===== src/rtl/gsn_mac_acc.sv =====
// Gaussian-blur tap accumulator: sums NUM_TAPS signed products per pixel, then
// rounds, normalises by 2^SHIFT and clamps to an 8-bit pixel with a ready/valid output.
module gsn_mac_acc #(
   parameter int NUM_TAPS = 25,
   parameter int SHIFT    = 8
) (
   input  logic        clk,
   input  logic        reset,
   input  logic        ce,
   input  logic        in_valid,
   input  logic [21:0] prod,
   output logic        in_ready,
   output logic [7:0]  pix_out,
   output logic        pix_valid,
   input  logic        pix_ready,
   output logic [15:0] sat_cnt
);
   localparam int CNT_W = $clog2(NUM_TAPS);
   localparam int ACC_W = 22 + CNT_W;
   localparam logic [CNT_W-1:0]      LAST    = CNT_W'(NUM_TAPS - 1);
   localparam logic signed [ACC_W:0] HALF    = (ACC_W + 1)'(1) << (SHIFT - 1);
   localparam logic signed [ACC_W:0] PIX_MAX = (ACC_W + 1)'(255);

   logic signed [ACC_W-1:0] acc;
   logic signed [ACC_W-1:0] prod_x;
   logic signed [ACC_W-1:0] total;
   logic signed [ACC_W:0]   rnd;
   logic signed [ACC_W:0]   r;
   logic [CNT_W-1:0]        cnt;
   logic                    last_tap;
   logic                    xfer;
   logic                    fin;
   logic                    drain;
   logic                    clip;
   logic [7:0]              pix_nxt;

   // Rounding runs one bit wider than the accumulator so +HALF can never wrap.
   always_comb begin
      prod_x  = {{(ACC_W - 22){prod[21]}}, prod};
      total   = acc + prod_x;
      rnd     = {total[ACC_W-1], total} + HALF;
      r       = rnd >>> SHIFT;
      clip    = r[ACC_W] || (r > PIX_MAX);
      pix_nxt = r[ACC_W] ? 8'd0 : ((r > PIX_MAX) ? 8'hFF : r[7:0]);
   end

   assign last_tap = (cnt == LAST);
   assign in_ready = ce && (!last_tap || !pix_valid || pix_ready);
   assign xfer     = in_ready && in_valid;
   assign fin      = xfer && last_tap;
   assign drain    = ce && pix_valid && pix_ready;

   always_ff @(posedge clk) begin
      if (reset) begin
         acc       <= '0;
         cnt       <= '0;
         pix_out   <= '0;
         pix_valid <= 1'b0;
         sat_cnt   <= '0;
      end else if (ce) begin
         if (xfer) begin
            acc <= (cnt == '0) ? prod_x : total;
            cnt <= last_tap ? '0 : cnt + CNT_W'(1);
         end
         // A new pixel overrides the drain so back-to-back frames keep pix_valid high.
         if (fin) begin
            pix_out   <= pix_nxt;
            pix_valid <= 1'b1;
            if (clip && sat_cnt != 16'hFFFF)
               sat_cnt <= sat_cnt + 16'd1;
         end else if (drain) begin
            pix_valid <= 1'b0;
         end
      end
   end
endmodule


===== config.mk =====
export PLATFORM = sky130hd
export DESIGN_NAME = gsn_mac_acc
export DESIGN_NICKNAME = d
export VERILOG_FILES = /design/src/rtl/gsn_mac_acc.sv
export SDC_FILE = /design/constraint.sdc
export NUM_CORES = 1
export LEC_CHECK = 0
export BUFFER_PORTS_ARGS = -buffer_cell sky130_fd_sc_hd__buf_2
export CAP_MARGIN = 5
export CORE_MARGIN = 8
export CORE_UTILIZATION = 60
export DETAILED_ROUTE_END_ITERATION = 10
export HOLD_SLACK_MARGIN = 0.05
export PLACE_DENSITY = 0.82
export SYNTH_ARGS = -nofsm -noshare
export SYNTH_HDL_FRONTEND = slang
export SYNTH_SLANG_ARGS = --single-unit

===== constraint.sdc =====
create_clock -name clk -period 6.5 [get_ports clk]
set_clock_uncertainty 0.15 [all_clocks]
set_input_delay 0.975 -clock clk [delete_from_list [all_inputs] [get_ports clk]]
set_output_delay 0.975 -clock clk [all_outputs]
set_load 0.02 [all_outputs]

==> metrics.txt <==
status=finished clean; clk root buf=clkbuf_8; Synth Register Bits=57; Post-synth ARST share=0; Final #Nets=677; GRT Total Usage=0.219; largest net degree at the start of global routing=56; Synth Cell Area=4550 µm²; worst-path fanout max=28; Max H-tree Level=3; die width=103 µm; drt first pass iters=6; placed wire-length estimate=8410 µm; wire length per cell=15.7 µm; global placement routability congestion=0.983; CTS max path bufs=2; RSZ-0062 raised after global routing=no; worst rel slew slack=0.356; Layout area overhead=10.8%; Final Max Slew Viols=0; Final Hold Viols=0; CTS tree=built; # DRC=0; IO buf count=52; clk sinks=57; crit end category=flop; Post-Synthesis Cells=585; Peak VDD IR=0.222 mV; Hold EP=sat_cnt[8]$_SDFFE_PP0P_; # setup viols final=0; Reg2Reg Launch Point=acc[0]$_SDFFE_PP0P_; cts bufs inserted=9; leakage=2.11 nW; fin crit period=5.09 ns; Die Area=10600 µm²; Power Density=211 nW/µm²; post-route cell area=5040 µm²; worst reg-to-reg setup slack=1.77 ns; Pwr Total=1.06 mW; clock transition at the registers of the reported paths=0.07 ns; initial antenna violation count=0; # resized after CTS=0; clk_lat worst skew=0.35 ns; hold_buf cts=0; Yosys cell types=69; Reg2Reg Depth=15; final cycle utilization of the critical path=0.783; fmax=0.197 GHz; CP Launch Type=input port; Antenna Nets Post-Route=0; floorplan row count=31; share of cells above drive strength 1=0.149; Crit Path Category=input port to flop; required time worst endpoint=6.58 ns; Core ar.=7290 µm²; critical path arrival=5.17 ns; register area share after synthesis=0.251; # diodes=0; die height=103 µm; HP Class=flop to flop; # Max-Cap Violations=0; reg2reg end=sat_cnt[14]$_SDFFE_PP0P_; Hold Startpoint=sat_cnt[8]$_SDFFE_PP0P_; Setup Fix Bufs, Post-CTS=0; first-pass GRT wire length=19000 µm; syn nets=643; ys flop type=dfxtp_1; yosys warns=0; vias in the first global route=4286; Vias=4487; io pins=53; drt first-iter violations=247; vias per cell=6.21; Syn Area/Cell=7.77 µm²; setup_tns=0 ns; Worst Max-Slew Pin Slew=0.966 ns; Initial Util=0.623; remaining global-route overflow=0; number of synthesized flops with an enable pin=0; WL final=11300 µm; DP Area=4810 µm²; Hold Path Stages=2
[cell usage after synthesis (all sizes together), types with 5 or more instances]
master | n | area (µm²)
nand2 | 75 | 282
nor2 | 66 | 248
dfxtp | 57 | 1140
a21oi | 49 | 260
ha | 30 | 375
xnor2 | 23 | 216
o21ai | 22 | 110
clkbuf | 18 | 67.6
nand3 | 18 | 100
a311oi | 17 | 149
inv | 15 | 56.3
and3 | 13 | 81.3
buf | 13 | 72.6
nor3 | 11 | 55.1
xor2 | 10 | 87.6
nand4 | 9 | 56.3
a211oi | 8 | 65.1
a21o | 8 | 60.1
a22o | 8 | 70.1
nand2b | 8 | 50.1
nor2b | 8 | 50.1
o31ai | 8 | 60.1
and2 | 7 | 43.8
or4 | 7 | 52.6
o211ai | 6 | 45.0
or3 | 6 | 37.5
o21a | 5 | 37.5
[worst max-delay path: stages]
cell	delay, ns
buf_2	0.09
ha_1	0.16
inv_1	0.05
fa_1	0.38
nand2b_1	0.19
a21o_1	0.23
a21o_1	0.19
a221oi_2	0.40
and3b_1	0.22
and4_1	0.36
and3b_1	0.30
o211ai_1	0.12
a22oi_1	0.32
o211a_1	0.69
nor3_1	0.16
mux2_1	0.33
[worst max-delay path by stage]
| stage | from | endpoint | slack (ns) | depth (start not counted) |
|---|---|---|---|---|
| 2_1_floorplan | prod[0] | sat_cnt[14]$_SDFFE_PP0P_ | 1.68 | 17 |
| 3_3_place_gp | prod[0] | sat_cnt[5]$_SDFFE_PP0P_ | 1.25 | 16 |
| 3_5_place_dp | prod[0] | sat_cnt[12]$_SDFFE_PP0P_ | 1.11 | 16 |
| 4_1_cts | prod[0] | sat_cnt[12]$_SDFFE_PP0P_ | 1.46 | 17 |
| 5_1_grt | prod[0] | sat_cnt[8]$_SDFFE_PP0P_ | 1.11 | 17 |
| 6_report | prod[0] | sat_cnt[14]$_SDFFE_PP0P_ | 1.41 | 16 |
[layer usage]
metal	vias to the layer above	global-route usage	part of all wire
met3	21	0.0446	0.065
li1	2229	-	-
met2	144	0.374	0.48
met1	2093	0.263	0.44
met4	0	0.0857	0.017
met5	-	0	0
[flip-flops by register name, indices dropped and copies added (netlist names)]
name / count
pix_out: 8
pix_valid: 1
cnt: 5
acc: 27
sat_cnt: 16
[placed cells by master (no fill, tap or decap), types with 3 or more instances in the layout]
master,n
nand2_1,75
nor2_1,66
dfxtp_1,57
buf_2,52
a21oi_1,45
ha_1,30
xnor2_1,21
o21ai_0,20
a311oi_1,17
nand3_1,16
inv_1,15
and3_1,13
xor2_1,10
nor3_1,10
clkbuf_8,10
nand4_1,9
nor2b_1,8
a21o_1,8
nand2b_1,8
o31ai_1,8
a22o_1,8
a211oi_1,7
or4_1,7
o211ai_1,6
and2_1,6
or3_1,6
o21a_1,5
mux2i_1,4
and4_1,4
a211o_1,4
a41o_1,4
a21oi_2,4
o31a_1,3
a31oi_1,3
o2111ai_1,3
[power by group]
group          switching, mW  total, mW  internal [mW]
clock network          0.157      0.384          0.227
registers            0.00752      0.370          0.362
logic                  0.190      0.309          0.119
[cells by family after synthesis]
family / synth area share
simple gates: 0.263
compound gates: 0.269
flops: 0.251
buf+inv: 0.0432
xor+xnor: 0.0669
fa+ha+maj: 0.0870
mux: 0.0195
[area by class of cell]
type | count | area [µm²]
Multi-Input combinational cell | 482 | 3210
Fill cell | 640 | 2250
Sequential cell | 57 | 1140
Timing Repair Buffer | 54 | 275
Clock buffer | 10 | 138
Tap cell | 99 | 124
Clock inverter | 6 | 90.1
Inverter | 15 | 56.3
[through the flow]
step | setup WS (ns) | util | hold slack (ns) | std cells
6_report | 1.41 | 0.691 | 0.340 | 723
5_1_grt | 1.11 | 0.691 | 0.358 | 723
4_1_cts | 1.46 | 0.691 | 0.344 | 723
3_5_place_dp | 1.11 | 0.660 | 0.333 | 707
3_3_place_gp | 1.25 | 0.660 | 0.305 | 707
2_1_floorplan | 1.68 | - | 0.315 | 585
Power figures use the tool's default switching activity.
